--- config.mk ---
export PLATFORM = sky130hd
export DESIGN_NAME = imem_boot_loader
export DESIGN_NICKNAME = d
export VERILOG_FILES = /design/src/rtl/imem_boot_loader.sv
export SDC_FILE = /design/constraint.sdc
export NUM_CORES = 1
export LEC_CHECK = 0
export ABC_AREA = 1
export BUFFER_PORTS_ARGS = -buffer_cell sky130_fd_sc_hd__buf_2
export CORE_ASPECT_RATIO = 1.5
export CORE_MARGIN = 4
export CORE_UTILIZATION = 45
export CTS_CLUSTER_SIZE = 28
export DETAILED_ROUTE_END_ITERATION = 16
export GPL_TIMING_DRIVEN = 0
export PLACE_DENSITY = 0.71
export SETUP_SLACK_MARGIN = 0.2
export SYNTH_ARGS = -nofsm -noshare
export SYNTH_HDL_FRONTEND = slang
export SYNTH_SLANG_ARGS = --single-unit
--- constraint.sdc ---
create_clock -name i_clk -period 13.36 [get_ports i_clk]
set_input_delay 0 -clock i_clk [delete_from_list [all_inputs] [get_ports i_clk]]
set_output_delay 0 -clock i_clk [all_outputs]
set_load 0.02 [all_outputs]
--- src/rtl/imem_boot_loader.sv ---
// Boot sequencer for cpuCore: streams a program into instruction memory through
// the debug write port, holding the core in reset until a settle window expires.
module imem_boot_loader #(
  parameter int XLEN               = 64,
  parameter int INSTRUCTION_LENGTH = XLEN / 2,
  parameter int MAX_WORDS          = 256,
  parameter int RELEASE_DELAY      = 4,
  parameter int CW                 = $clog2(MAX_WORDS + 1)
) (
  input  logic                          i_clk,
  input  logic                          i_rst,
  input  logic                          i_start,
  input  logic [XLEN-1:0]               i_base_addr,
  input  logic [CW-1:0]                 i_word_count,
  input  logic                          i_abort,
  input  logic                          i_in_valid,
  output logic                          o_in_ready,
  input  logic [INSTRUCTION_LENGTH-1:0] i_in_instr,
  output logic                          o_dbg_wr_en,
  output logic [XLEN-1:0]               o_dbg_addr,
  output logic [INSTRUCTION_LENGTH-1:0] o_dbg_instr,
  output logic                          o_core_rst,
  output logic                          o_busy,
  output logic                          o_done,
  output logic                          o_error
);

  localparam int SW = (RELEASE_DELAY > 1) ? $clog2(RELEASE_DELAY) : 1;

  typedef enum logic [2:0] {
    ST_IDLE   = 3'd0,
    ST_LOAD   = 3'd1,
    ST_WRITE  = 3'd2,
    ST_SETTLE = 3'd3,
    ST_RUN    = 3'd4
  } state_t;

  state_t                        r_state;
  logic [XLEN-1:0]               r_base;
  logic [CW-1:0]                 r_count;
  logic [CW-1:0]                 r_idx;
  logic [SW-1:0]                 r_settle;
  logic                          r_in_ready;
  logic                          r_dbg_wr_en;
  logic [XLEN-1:0]               r_dbg_addr;
  logic [INSTRUCTION_LENGTH-1:0] r_dbg_instr;
  logic                          r_core_rst;
  logic                          r_busy;
  logic                          r_done;
  logic                          r_error;

  state_t                        w_state_nxt;
  logic [XLEN-1:0]               w_base_nxt;
  logic [CW-1:0]                 w_count_nxt;
  logic [CW-1:0]                 w_idx_nxt;
  logic [SW-1:0]                 w_settle_nxt;
  logic [XLEN-1:0]               w_addr_nxt;
  logic [INSTRUCTION_LENGTH-1:0] w_instr_nxt;
  logic                          w_error_nxt;
  logic                          w_in_ready_nxt;
  logic                          w_wr_en_nxt;
  logic                          w_busy_nxt;
  logic                          w_core_rst_nxt;
  logic                          w_done_nxt;
  logic                          w_start_legal;
  logic [CW-1:0]                 w_idx_inc;
  logic [XLEN-1:0]               w_wr_addr;

  assign w_start_legal = (i_word_count != {CW{1'b0}}) &&
                         (i_word_count <= CW'(MAX_WORDS));
  assign w_idx_inc     = r_idx + {{(CW-1){1'b0}}, 1'b1};
  // Address arithmetic is modulo 2^XLEN so a high base wraps to zero.
  assign w_wr_addr     = r_base + XLEN'(r_idx);

  // Next-state, datapath capture and error pulse decode.
  always_comb begin
    w_state_nxt  = r_state;
    w_base_nxt   = r_base;
    w_count_nxt  = r_count;
    w_idx_nxt    = r_idx;
    w_settle_nxt = r_settle;
    w_addr_nxt   = r_dbg_addr;
    w_instr_nxt  = r_dbg_instr;
    w_error_nxt  = 1'b0;
    case (r_state)
      ST_IDLE, ST_RUN: begin
        if (i_start) begin
          if (w_start_legal) begin
            w_base_nxt  = i_base_addr;
            w_count_nxt = i_word_count;
            w_idx_nxt   = {CW{1'b0}};
            w_state_nxt = ST_LOAD;
          end else begin
            w_error_nxt = 1'b1;
          end
        end else begin
          w_state_nxt = r_state;
        end
      end
      ST_LOAD: begin
        if (i_abort) begin
          w_error_nxt = 1'b1;
          w_state_nxt = ST_IDLE;
        end else if (i_in_valid && r_in_ready) begin
          w_instr_nxt = i_in_instr;
          w_addr_nxt  = w_wr_addr;
          w_state_nxt = ST_WRITE;
        end else begin
          w_state_nxt = ST_LOAD;
        end
      end
      ST_WRITE: begin
        w_idx_nxt = w_idx_inc;
        if (i_abort) begin
          w_error_nxt = 1'b1;
          w_state_nxt = ST_IDLE;
        end else if (w_idx_inc == r_count) begin
          w_settle_nxt = {SW{1'b0}};
          w_state_nxt  = ST_SETTLE;
        end else begin
          w_state_nxt = ST_LOAD;
        end
      end
      ST_SETTLE: begin
        if (i_abort) begin
          w_error_nxt = 1'b1;
          w_state_nxt = ST_IDLE;
        end else if (r_settle == SW'(RELEASE_DELAY - 1)) begin
          w_state_nxt = ST_RUN;
        end else begin
          w_settle_nxt = r_settle + {{(SW-1){1'b0}}, 1'b1};
        end
      end
      default: begin
        w_state_nxt = ST_IDLE;
      end
    endcase
  end

  // Outputs are decoded from the upcoming state so they register alongside it.
  assign w_in_ready_nxt = (w_state_nxt == ST_LOAD);
  assign w_wr_en_nxt    = (w_state_nxt == ST_WRITE);
  assign w_busy_nxt     = (w_state_nxt == ST_LOAD) || (w_state_nxt == ST_WRITE) ||
                          (w_state_nxt == ST_SETTLE);
  assign w_core_rst_nxt = (w_state_nxt != ST_RUN);
  assign w_done_nxt     = (w_state_nxt == ST_RUN) && (r_state != ST_RUN);

  // State, control and registered output flops.
  always_ff @(posedge i_clk or posedge i_rst) begin
    if (i_rst) begin
      r_state     <= ST_IDLE;
      r_base      <= {XLEN{1'b0}};
      r_count     <= {CW{1'b0}};
      r_idx       <= {CW{1'b0}};
      r_settle    <= {SW{1'b0}};
      r_in_ready  <= 1'b0;
      r_dbg_wr_en <= 1'b0;
      r_dbg_addr  <= {XLEN{1'b0}};
      r_dbg_instr <= {INSTRUCTION_LENGTH{1'b0}};
      r_core_rst  <= 1'b1;
      r_busy      <= 1'b0;
      r_done      <= 1'b0;
      r_error     <= 1'b0;
    end else begin
      r_state     <= w_state_nxt;
      r_base      <= w_base_nxt;
      r_count     <= w_count_nxt;
      r_idx       <= w_idx_nxt;
      r_settle    <= w_settle_nxt;
      r_in_ready  <= w_in_ready_nxt;
      r_dbg_wr_en <= w_wr_en_nxt;
      r_dbg_addr  <= w_addr_nxt;
      r_dbg_instr <= w_instr_nxt;
      r_core_rst  <= w_core_rst_nxt;
      r_busy      <= w_busy_nxt;
      r_done      <= w_done_nxt;
      r_error     <= w_error_nxt;
    end
  end

  assign o_in_ready  = r_in_ready;
  assign o_dbg_wr_en = r_dbg_wr_en;
  assign o_dbg_addr  = r_dbg_addr;
  assign o_dbg_instr = r_dbg_instr;
  assign o_core_rst  = r_core_rst;
  assign o_busy      = r_busy;
  assign o_done      = r_done;
  assign o_error     = r_error;

endmodule
==> flow_metrics.tcl <==
set metrics [dict create \
    synthArstFlopShare 1.00 \
    initial_core_util 0.457 \
    cts_root_buf "clkbuf_16" \
    critPathKind "reg2reg" \
    die_h_um 190 \
    synthCells 1335 \
    intPower_uw 1330 \
    synth_nets 1457 \
    final_antenna_net_count 0 \
    die_w_um 129 \
    grt_use_total 0.305 \
    viasPerCell 5.27 \
    synth_warnings 0 \
    cts.sinks 189 \
    grt_pass1_wl_mm 56.4 \
    drtPass1Iterations 5 \
    crit_path_end "o_dbg_addr[58]" \
    ys_seq_area_frac 0.477 \
    synth_cell_types 39 \
    grt_pass1_vias 10557 \
    crit_path_end_kind "register" \
    diodes 0 \
    min_period_ns 2.93 \
    maxSlewHeadroom 0.456 \
    r2r-start "r_idx[0]" \
    cts_tree "yes" \
    synth_flop_cell "dfrtp_1" \
    p_sw_frac 0.392 \
    cts_buffers 17 \
    rsz0062_at_grt "false" \
    post_drt_wl_per_cell_um 18.9 \
    multiInputGateArea_um2 4400 \
    drv_cap 0 \
    power_density_nw_per_um2 168 \
    place_congestion 0.979 \
    crit_fanout 9 \
    fmax_mhz 341 \
    grt_max_degree 99 \
    synth-edff-count 0 \
    drv_slew 0 \
    h-tree-depth 4 \
    crit_start "r_idx[0]" \
    drc 0 \
    area_growth_pct 31.4 \
    rows 66 \
    r2r-end "o_dbg_addr[58]" \
    p_switching_uw 859 \
    setup_tns_ns 0 \
    synth_seq_cells 189 \
    syn_avg_cell_area_um2 7.44 \
    reg2reg_depth 17 \
    worst_pin_slew_ns 0.810 \
    nets 1798 \
    clk_pin_slew_worst_paths_ns 0.07 \
    grtUsageMet3 0.0525 \
    start_kind "register" \
    coreArea_um2 21700 \
    clock_skew_ns 0.00999 \
    netlist.area_leader.share 0.474 \
    seqPwrFrac 0.416 \
    worst-r2r-setup-slack_ns 10.43 \
    antenna_found_initial 0 \
    holdWs_ns 0.164 \
    dp_hpwl_mm 28.2 \
    drive_gt1_frac 0.181 \
    netlist_top_cells_count "nand2_1 (437), dfrtp_1 (188), nor2_1 (163)" \
    synth_area_leaders "dfrtp_1 (47%), nand2_1 (17%), nor2_1 (6.2%)" \
    die_area_um2 24500 \
    vias 10326 \
    regArea_um2 4730 \
    hold_viol 0 \
    comb_power_share 0.345 \
    outcome "complete, no violations" \
    gr-total-overflow 0 \
    fill_cells 1935 \
    busiest_layer "met2" \
    yosysMostFrequentCell "nand2_1" \
    pwr-share-clk 0.239 \
    peakVddDrop_v 0.0000907 \
    hp-class "in2async" \
    cellLeakagePower_uw 0.00681 \
    use_met2 0.554 \
    drt_iter0_markers 776 \
    clockBufferDepth 2 \
    clk_latency_ns 0.45 \
    yosysTopAreaCell "dfrtp_1" \
    final-setup-viol-count 0 \
    gr-usage-met1 0.321 \
    portBuffers 211 \
    finalWirelength_mm 37.0 \
    min_period_over_period 0.220 \
    cp.required_ns 13.70 \
    ios 212 \
    worstPathArrival_ns 3.28 \
    synth_area_um2 9930 \
]
critical path, cell delays in order (launching register included):
cell and delay (ns):
dfrtp_1 0.54, ha_1 0.24, inv_1 0.05, fa_1 0.41, inv_1 0.08, nand3_1 0.06
nand2_1 0.20, nand2_1 0.09, nand2_1 0.21, nand2_2 0.12, nand2_2 0.19, nand2_1 0.22
inv_1 0.12, nand2_1 0.05, nand2_1 0.06, nand2_1 0.05, nand2_1 0.06, nand2_1 0.05
cells in the final DEF, fill, tap and decap left out, types with 2 or more instances in the layout:
cell           synthesis  final
a21oi_1               58     58
a31oi_1               26     26
and3_1                 2      2
buf_2                 15    226
buf_4                  2      2
buf_6                  6      6
bufinv_16              0      3
clkbuf_1              15     20
clkbuf_16              0     17
clkbuf_8               0      2
clkinv_2               0      5
dfrtp_1              188    188
dlygate4sd3_1          0    110
ha_1                  11     11
inv_1                141    140
inv_2                 14     14
nand2_1              437    437
nand2_2                8      8
nand3_1               86     86
nand3_2                3      3
nand3b_1               9      9
nand4_1               28     28
nor2_1               163    163
nor2_2                 4      4
nor3_1                20     20
nor3_2                 5      5
o21ai_0               21     21
o21ai_1               35     35
o21ai_2                2      2
o22ai_1                8      8
or2_1                  2      2
xnor2_1                3      3
xor2_1                12     12
cell families after synthesis:
group | Yosys count | share of synthesized area
AND/OR/NAND/NOR | 770 | 0.326
buffers and inverters | 193 | 0.0802
flip-flops | 189 | 0.477
AO/OA/AOI/OAI | 155 | 0.0865
XOR/XNOR | 16 | 0.0149
adder cells (fa/ha/maj) | 12 | 0.0159
power groups by stage:
stage / sequential, uW / combinational (uW) / clock, uW
global route: 931 / 836 / 550
finish: 911 / 755 / 524
floorplan: 1050 / 295 / 0
detailed placement: 915 / 728 / 0
CTS: 907 / 756 / 532
global placement: 911 / 716 / 0
metrics by stage:
| stage | setup slack (ns) | power, uW | cells | util | instance area [um^2] |
|---|---|---|---|---|---|
| after floorplan | 8.22 | 1350 | 1335 | - | 9930 |
| after global placement | 6.01 | 1630 | 1818 | 0.521 | 11300 |
| after detailed placement | 10.49 | 1640 | 1819 | 0.523 | 11400 |
| after CTS | 10.46 | 2190 | 1961 | 0.601 | 13000 |
| after global routing | 10.24 | 2320 | 1961 | 0.601 | 13000 |
| final | 10.43 | 2190 | 1961 | 0.601 | 13000 |
sequential cells by signal, indices dropped and copies added (netlist names):
signal and flops:
o_busy 1, o_core_rst 1, o_dbg_addr 64, o_dbg_instr 32, o_dbg_wr_en 1, o_done 1
o_error 1, o_in_ready 1, r_base 64, r_count 9, r_idx 9, r_settle 2
r_state 3
cell type report:
| cell class | count | share of cell area |
|---|---|---|
| Sequential cell | 189 | 0.363 |
| Buffer | 38 | 0.0164 |
| Inverter | 155 | 0.0452 |
| Tap cell | 272 | 0.0261 |
| Timing Repair Buffer | 322 | 0.167 |
| Multi-Input combinational cell | 953 | 0.337 |
| Clock buffer | 24 | 0.0362 |
| Clock inverter | 8 | 0.00882 |
repair_timing:
item | 4_1_cts | 5_1_grt
endpoints found under the hold margin | 205 | 0
resized for setup | 0 | 0
hold buffers | 110 | 0
setup buffers | 0 | 0
how the worst min path moves through the flow:
stage,depth (start not counted),start,slack [ns],to
floorplan,2,i_in_instr[0],0.11,o_dbg_instr[0]
global placement,3,i_in_instr[30],0.20,o_dbg_instr[30]
detailed placement,2,i_rst,0.14,o_dbg_instr[21]
CTS,3,i_rst,0.22,o_dbg_instr[21]
global route,3,i_rst,0.26,o_dbg_instr[21]
finish,3,i_rst,0.16,o_dbg_instr[21]
metal layers:
layer	vias up	share of wire	wire length [um]
met2	374	0.52	19300
met3	110	0.055	2030
met1	4898	0.36	13200
met5	-	0	0
li1	4944	-	-
met4	0	0.067	2470
Note: power is estimated with default switching activity, not from simulation.
